**src/rtl/board_store.sv**
```systemverilog
// Banqi 4x8 board storage: deals a shuffled covered layout, then accepts
// single-square writes and reports per-colour piece counts and game-over.
module board_store #(
   parameter logic [15:0] SEED       = 16'hACE1,
   parameter int unsigned SWAP_COUNT = 64
) (
   input  logic         CLK,
   input  logic         RESET,
   input  logic         new_game,
   input  logic         wr_en,
   input  logic [4:0]   wr_addr,
   input  logic [4:0]   wr_piece,
   output logic [159:0] board_out,
   output logic         ready,
   output logic         wr_dropped,
   output logic [4:0]   red_count,
   output logic [4:0]   black_count,
   output logic         game_over
);

   typedef enum logic [1:0] {S_FILL, S_SHUFFLE, S_READY} state_t;

   localparam logic [15:0] SEED_EFF  = (SEED == 16'h0) ? 16'hACE1 : SEED;
   localparam logic [7:0]  LAST_SWAP = 8'(SWAP_COUNT - 1);

   state_t      r_state;
   state_t      w_next;
   logic [4:0]  r_board [32];
   logic [4:0]  r_idx;
   logic [7:0]  r_swaps;
   logic [15:0] r_lfsr;
   logic [4:0]  r_red;
   logic [4:0]  r_black;
   logic        r_go;
   logic        r_drop;

   logic        w_fb;
   logic [4:0]  w_a;
   logic [4:0]  w_b;
   logic [2:0]  w_type;
   logic [4:0]  w_canon;
   logic [5:0]  w_red;
   logic [5:0]  w_black;
   logic [4:0]  w_red_sat;
   logic [4:0]  w_black_sat;
   logic        w_wr_ok;

   assign w_fb    = r_lfsr[15] ^ r_lfsr[13] ^ r_lfsr[12] ^ r_lfsr[10];
   assign w_a     = r_lfsr[4:0];
   assign w_b     = r_lfsr[9:5];
   assign w_wr_ok = (r_state == S_READY) && wr_en && !new_game;

   always_ff @(posedge CLK) begin
      if (RESET) r_state <= S_FILL;
      else       r_state <= w_next;
   end

   always_comb begin
      w_next = r_state;
      unique case (r_state)
         S_FILL:    if (r_idx == 5'd31)        w_next = S_SHUFFLE;
         S_SHUFFLE: if (r_swaps == LAST_SWAP)  w_next = S_READY;
         S_READY:   if (new_game)              w_next = S_FILL;
         default:                              w_next = S_FILL;
      endcase
   end

   always_comb begin
      ready = (r_state == S_READY);
   end

   // Canonical order: 5 soldiers, 2 each cannon..queen, 1 king per colour
   always_comb begin
      w_type = 3'd7;
      if      (r_idx[3:0] < 4'd5)  w_type = 3'd1;
      else if (r_idx[3:0] < 4'd7)  w_type = 3'd2;
      else if (r_idx[3:0] < 4'd9)  w_type = 3'd3;
      else if (r_idx[3:0] < 4'd11) w_type = 3'd4;
      else if (r_idx[3:0] < 4'd13) w_type = 3'd5;
      else if (r_idx[3:0] < 4'd15) w_type = 3'd6;
   end

   assign w_canon = {r_idx[4], w_type, 1'b0};

   // Colour bit 0 = red, 1 = black
   always_comb begin
      w_red   = '0;
      w_black = '0;
      for (int i = 0; i < 32; i++) begin
         if (r_board[i][3:1] != 3'b000) begin
            if (r_board[i][4]) w_black = w_black + 6'd1;
            else               w_red   = w_red + 6'd1;
         end
      end
   end

   assign w_red_sat   = w_red[5]   ? 5'd31 : w_red[4:0];
   assign w_black_sat = w_black[5] ? 5'd31 : w_black[4:0];

   always_ff @(posedge CLK) begin
      if (RESET) begin
         for (int i = 0; i < 32; i++) r_board[i] <= '0;
         r_idx   <= '0;
         r_swaps <= '0;
         r_lfsr  <= SEED_EFF;
         r_red   <= '0;
         r_black <= '0;
         r_go    <= 1'b0;
         r_drop  <= 1'b0;
      end else begin
         r_lfsr <= {r_lfsr[14:0], w_fb};
         r_drop <= wr_en && !w_wr_ok;
         unique case (r_state)
            S_FILL: begin
               r_board[r_idx] <= w_canon;
               r_idx          <= r_idx + 5'd1;
            end
            S_SHUFFLE: begin
               r_board[w_a] <= r_board[w_b];
               r_board[w_b] <= r_board[w_a];
               r_swaps      <= r_swaps + 8'd1;
            end
            S_READY: begin
               if (w_wr_ok) r_board[wr_addr] <= wr_piece;
               if (new_game) begin
                  r_idx   <= '0;
                  r_swaps <= '0;
               end
            end
            default: ;
         endcase
         // Counts freeze during a deal; swaps never change the popcount
         if (w_next == S_READY) begin
            r_red   <= w_red_sat;
            r_black <= w_black_sat;
            r_go    <= (w_red == 6'd0) || (w_black == 6'd0);
         end else begin
            r_go    <= 1'b0;
         end
      end
   end

   for (genvar g = 0; g < 32; g++) begin : g_out
      assign board_out[g*5 +: 5] = r_board[g];
   end

   assign wr_dropped  = r_drop;
   assign red_count   = r_red;
   assign black_count = r_black;
   assign game_over   = r_go;

endmodule

```
**config.mk**
```make
export PLATFORM = sky130hd
export DESIGN_NAME = board_store
export DESIGN_NICKNAME = d
export VERILOG_FILES = /design/src/rtl/board_store.sv
export SDC_FILE = /design/constraint.sdc
export NUM_CORES = 1
export LEC_CHECK = 0
export BUFFER_PORTS_ARGS = -buffer_cell sky130_fd_sc_hd__buf_2
export CAP_MARGIN = 25
export CORE_ASPECT_RATIO = 0.6
export CORE_MARGIN = 2
export CORE_UTILIZATION = 49
export DETAILED_ROUTE_END_ITERATION = 16
export PLACE_DENSITY = 0.77
export SLEW_MARGIN = 25
export SYNTH_ARGS = -nofsm -noshare
export SYNTH_HDL_FRONTEND = slang
export SYNTH_SLANG_ARGS = --single-unit
```
**constraint.sdc**
```tcl
create_clock -name CLK -period 28.6 [get_ports CLK]
set_input_delay 4.29 -clock CLK [delete_from_list [all_inputs] [get_ports CLK]]
set_output_delay 4.29 -clock CLK [all_outputs]
set_load 0.02 [all_outputs]
```
# Word-level counts from Yosys, hierarchy flattened
# Memory sizes are Yosys's and may differ from the RTL's. A register that Yosys moved wholly into a read port is not among the register bits.
# Cells that the tools add are included.
[op_classes]
n_div = 0
mul = 0
magnitude_cmp = 6
mux = 170
addsub = 64
n_eq_ne = 6
shift = 0
reduce_logical = 50
bitwise_logic = 4
[ops]
columns = ["op", "count"]
rows = [
  ["6-bit two-way mux", 124],
  ["6-bit by 1-bit adder with 6-bit output, second input constant", 62],
  ["3-bit nonzero test", 32],
  ["5-bit two-way mux", 13],
  ["1-bit two-way mux", 21],
  ["5-bit OR reduction", 4],
  ["4-bit < comparator, second input constant", 4],
  ["8-bit one-hot mux with 2 select lines", 1],
  ["6-bit logical NOT", 2],
  ["2-bit two-way mux", 5],
  ["5-bit one-hot mux with 2 select lines", 1],
  ["3-bit two-way mux", 3],
  ["8-bit by 1-bit adder with 8-bit output, second input constant", 1],
  ["8-bit by 6-bit equality test with 1-bit output, second input constant", 1],
  ["4-bit by 3-bit < comparator with 1-bit output, second input constant", 2],
  ["8-bit two-way mux", 1],
  ["2-bit one-hot mux with 3 select lines", 1],
  ["5-bit by 1-bit adder with 5-bit output, second input constant", 1],
  ["5-bit equality test, second input constant", 1],
  ["2-bit equality test, second input constant", 2],
  ["2-bit AND reduction", 2],
  ["2-bit nonzero test", 2],
  ["1-bit logical AND", 3],
  ["1-bit XOR", 3],
  ["7 further kinds", 8],
]
[totals]
rom_bits = 0
mem_count = 1
inputBits = 14
regBits = 43
ram_bits = 160
latch_bits = 0
out_inout_bits = 173
wordCells = 309
[mem_list]
columns = ["memory", "words", "word_bits", "rd", "rd_clocked_by_memory_dff", "write_ports", "line", "rtl"]
rows = [
  ["r_board", 32, 5, 34, 2, 32, "28", "logic [4:0] r_board [32];"],
]

# Longest topological paths before layout
# An unclocked memory read counts as a cell.
[depth]
word_depth = 98
mapped_depth = 107
depth_no_buf = 107

# Least setup slack after synthesis
# OpenSTA, ideal clock, no wires.
[synth_timing]
kind = "register to register"
startpoint = "memory r_board[0][1]"
endpoint = "register r_black[0] (netlist: black_count[0])"
n_path_buf = 0
setup_slack_ns = 9.628
synth_period_minus_slack_ns = 18.972
t_arrival_ns = 18.897
stages_incl_launch_ff = 107
required_ns = 28.526
setup_time_ns = 0.074
path_cell_list = "edfxtp_1 -> o31a_1 -> ha_1 -> mux2i_1 -> inv_1 -> ha_1 -> o311ai_0 -> o31ai_1 -> ha_1 -> o21a_1 -> ha_1 -> o311ai_0 -> nand2_1 -> ha_1 -> inv_1 -> mux2i_1 -> a31o_2 -> ha_1 -> (+71 left out) -> nand2_1 -> o21ai_0 -> o21ai_0 -> inv_1 -> ha_1 -> nor2_1 -> a21o_1 -> inv_1 -> ha_1 -> nand2_1 -> xnor2_1 -> a2111oi_0 -> inv_1 -> nor2_1 -> o21ai_0 -> mux2_2 -> or3_1 -> a31oi_1"
[synth_lines]
columns = ["element", "line", "rtl"]
rows = [
  ["from (decl)", "28", ""],
  ["to (signal assigned)", "135", "r_black <= w_black_sat;"],
  ["to (decl)", "33", "logic [4:0] r_black;"],
]

==> results <==
- In the post-synthesis netlist, the biggest area contributors are sky130_fd_sc_hd__edfxtp_1, sky130_fd_sc_hd__mux4_2, sky130_fd_sc_hd__xnor2_1, sky130_fd_sc_hd__o22ai_1, sky130_fd_sc_hd__dfxtp_1.
- The number of design-rule violations left by the first detailed-router iteration is 2927.
- The total wire length is 73390 um.
- The post-synthesis cell area is 20380 um^2.
- The run finished with clean final reports.
- The filler cells instantiated in the layout total 3577.
- The number of clock buffers added by TritonCTS is 21.
- The global route total overflow is 0.
- The setup slack of the most critical reg-to-reg path is 5.80 ns.
- The number of antenna violations at the first check in global routing is 1.
- The wire length on met1 is 29320 um.
- The final HPWL from detailed placement is 56060 um.
- After floorplanning, the core was sized to cover 40720 um^2.
- The count of port buffers added during placement is 186.
- The worst reg2reg path depth is 106.
- The normalized max-slew margin is 19.45%.
- In the final layout, the multi-input gates occupy 14180 um^2.
- After detailed routing, the met2 layer carries 29830 um of wire.
- The tightest min-delay check is of the reg2reg type.
- For this run, the post-layout net count is 2382.
- The worst endpoint data arrival time is 23.17 ns.
- The startpoint of the tightest hold check path is r_lfsr[14]$_SDFF_PP0_.
- Dividing the detail-routed wire length by the instance count gives 25.52 um.
- The wire length of the first global-routing pass is 110700 um.
- The highest cell delay on the worst timing path is 0.74 ns.
- The placement-stage worst setup slack is 6.487 ns.
- The number of top-level pins is 187.
- Measured along the x axis, the die boundary spans 267.3 um.
- TritonCTS built the clock tree.
- For this run, the number of Yosys warnings is 0.
- The distinct cell type count after synthesis is 108.
- The number of buffers between clock root and the deepest sink is 3.
- Once routing completed, OpenROAD measured the worst setup slack at 5.798 ns.
- The count of inserted antenna diode cells is 0.
- The synthesized design spends more area on one cell type than any other, namely sky130_fd_sc_hd__edfxtp_1.
- The sort of element at the end of the critical path is a flop.
- The worst setup path is launched from a flop.
- The post-route netlist has 19.13% of its cells at a drive strength greater than 1.
- At the pin with the least slew margin, the transition time is 1.199 ns.
- The share of the yosys chip area belonging to registers is 27.80%.
- The number of routed nets with antenna violations is 0.
- Clock skew on the completed layout was measured at 0.02866 ns.
- The fraction of post-synthesis cell area in the top cell type by area is 23.57%.
- The max-slew violation count is 0.
- The DRC violation count after routing is 0.
- Setup repair after global routing left no endpoint under its margin.
- In the final layout, flip-flops and latches occupy 5670 um^2.
- The total routing resource utilization after global routing is 33.11%.
- After routing, the total negative slack on setup checks comes to 0 ns.
- Compared with the post-synthesis result, the final layout area differs by 10.37%.
- The largest driver fanout on the critical path is 6.
- The clock slew at the register clock pins of the worst setup and hold paths is 0.07 ns.
- Once the floorplan was initialized, standard cells occupied 50.05% of the core.
- The origin of the critical flop-to-flop path is r_board[0][1]$_DFFE_PP_.
- The cell with the most instances after synthesis is sky130_fd_sc_hd__nand2_1.
- The floorplan step defined a die boundary enclosing 43300 um^2.
- The required time at the endpoint of the critical path is 28.97 ns.
- The post-synthesis net count is 2255.
- For this run, the top clock speed supported by timing is 43.86 MHz.
- For hold timing, the worst endpoint is r_lfsr[15]$_SDFF_PP1_.
- Summing over every cut layer, the via total after detailed routing is 20038.
- The final critical-path required period is 22.80 ns.
- The number of detailed-routing iterations run before antenna repair is 7.
- Across the run, the number of max-cap violations was 0.
- Each instance of the synthesized netlist takes up on average 9.371 um^2.
- The clock tree root buffer cell is sky130_fd_sc_hd__clkbuf_16.
- The share of the clock period used by the worst path is 79.73%.
- The proportion of register bits with asynchronous set or reset after synthesis is 0%.
- The number of H-tree levels is 1.
- The most frequent cell on the critical path is sky130_fd_sc_hd__ha_1.
- The placer's final routability congestion estimate is 1.007.
- In the synthesized netlist, the cells that appear most often are sky130_fd_sc_hd__nand2_1, sky130_fd_sc_hd__o22ai_1, sky130_fd_sc_hd__edfxtp_1.
- The number of enable flip-flop cells after synthesis is 160.
- The floorplan has 57 rows.
- The worst register-to-register path ends at game_over$_SDFF_PP0_.
- Synthesis inferred 203 register bits.
- For this run, the leading register cell type out of synthesis is sky130_fd_sc_hd__edfxtp_1.
- The via count of the first global-routing pass was 18268.
- The largest net degree at the start of global routing is 43.
- Setup violations remaining at the end of the flow were counted as 0.
- The number of hold buffers added after CTS was 0.
- Routed signal wires occupy layers up through met4.
- Synthesis produced a netlist whose cell count is 2175.
- For this design, the sink count on the clock tree is 203.
- After clock tree synthesis, the setup repair step added 0 buffers.
- After detailed routing, the met3 layer carries 12470 um of wire.
- The hold path depth is 1.
- Gates resized during post-CTS repair numbered 0.
- In this run the vertical extent of the chip is 162.0 um.
- The critical path's slowest cell is sky130_fd_sc_hd__a2111oi_0.
- The type of the worst setup path is reg2reg.
- The post-detailed-route via-to-cell ratio is 6.967.
- The clock insertion delay at the later pin of the skew report is 0.52 ns.
- The number of endpoints with negative hold slack in the final report is 0.
## layout by cell type, fill, tap and decap left out, types with 23 or more instances in the layout
| cell type | instances |
|---|---|
| sky130_fd_sc_hd__nand2_1 | 215 |
| sky130_fd_sc_hd__buf_2 | 186 |
| sky130_fd_sc_hd__o22ai_1 | 179 |
| sky130_fd_sc_hd__edfxtp_1 | 160 |
| sky130_fd_sc_hd__nor2_1 | 156 |
| sky130_fd_sc_hd__xnor2_1 | 135 |
| sky130_fd_sc_hd__nand3_1 | 103 |
| sky130_fd_sc_hd__mux4_2 | 88 |
| sky130_fd_sc_hd__nor3_1 | 86 |
| sky130_fd_sc_hd__a21oi_1 | 72 |
| sky130_fd_sc_hd__ha_1 | 66 |
| sky130_fd_sc_hd__xor2_1 | 64 |
| sky130_fd_sc_hd__o21ai_0 | 58 |
| sky130_fd_sc_hd__inv_1 | 51 |
| sky130_fd_sc_hd__dfxtp_1 | 39 |
| sky130_fd_sc_hd__xnor3_1 | 36 |
| sky130_fd_sc_hd__mux2i_1 | 33 |
| sky130_fd_sc_hd__nor2b_1 | 32 |
| sky130_fd_sc_hd__nand2b_1 | 30 |
| sky130_fd_sc_hd__or2_2 | 23 |
| sky130_fd_sc_hd__a31oi_1 | 23 |
## sequential cells by signal, summed over array words and instances, names as in the netlist
name / cells
r_lfsr: 16
r_idx: 5
black_count: 5
r_board: 160
r_swaps: 8
wr_dropped: 1
game_over: 1
red_count: 5
r_state: 2
## per-stage QoR
step                cell area, um^2  cells  utilization, %  hold slack (ns)
finish                        22500   2876           55.24           0.4195
global route                  22500   2876           55.24           0.4353
CTS                           22490   2876           55.23           0.4267
detailed placement            21840   2839           53.63           0.4081
global placement              21830   2839           53.61           0.3951
floorplan                     20380   2175               -           0.3895
## worst max path at each step
| stage | to | depth (start not counted) | from | slack [ns] |
|---|---|---|---|---|
| detailed placement | game_over$_SDFF_PP0_ | 106 | r_board[0][1]$_DFFE_PP_ | 6.49 |
| finish | game_over$_SDFF_PP0_ | 106 | r_board[0][1]$_DFFE_PP_ | 5.80 |
| global placement | game_over$_SDFF_PP0_ | 106 | r_board[0][1]$_DFFE_PP_ | 7.12 |
| global route | game_over$_SDFF_PP0_ | 106 | r_board[0][1]$_DFFE_PP_ | 4.16 |
| CTS | game_over$_SDFF_PP0_ | 106 | r_board[0][1]$_DFFE_PP_ | 6.34 |
| floorplan | black_count[0]$_SDFFE_PP0N_ | 106 | r_board[0][1]$_DFFE_PP_ | 9.63 |
## critical path, delay by kind of cell (launching register included)
family                     cells  cell delay [ns]
AOI/OAI and AO/OA             34             7.45
adders and majority gates     30             8.72
xor gates and xnor gates       1             0.17
and+or+nand+nor               28             3.73
buffers and inverters          8             0.69
DFF                            1             0.44
muxes                          5             1.41
## cells by family (layout without fill, tap and decap cells)
logic type,Yosys count,count (layout),share of synthesized area [%]
AOI/OAI and AO/OA,536,536,17.99
xor gates and xnor gates,251,251,14.32
adders and majority gates,67,67,4.101
buffers and inverters,157,298,2.965
DFF,203,203,27.80
muxes,146,146,12.86
and+or+nand+nor,815,815,19.97
## per-layer routing
layer / global-route usage (%) / vias to the layer above
met5: 0 / -
met4: 7.227 / 0
met3: 11.28 / 169
met2: 46.85 / 1627
met1: 48.65 / 9566
li1: - / 8676
## final cells by class
cell class | count | share of cell area [%]
multi-input cells | 1815 | 63.03
flip-flops and latches | 203 | 25.21
repair buffers | 208 | 4.872
well taps | 560 | 3.115
clock buffers | 23 | 2.508
inverters | 53 | 0.8844
clock inverters | 14 | 0.3838
Power is not shown: default switching activity piles up to over one toggle a cycle in this logic, so the estimate is an artifact.
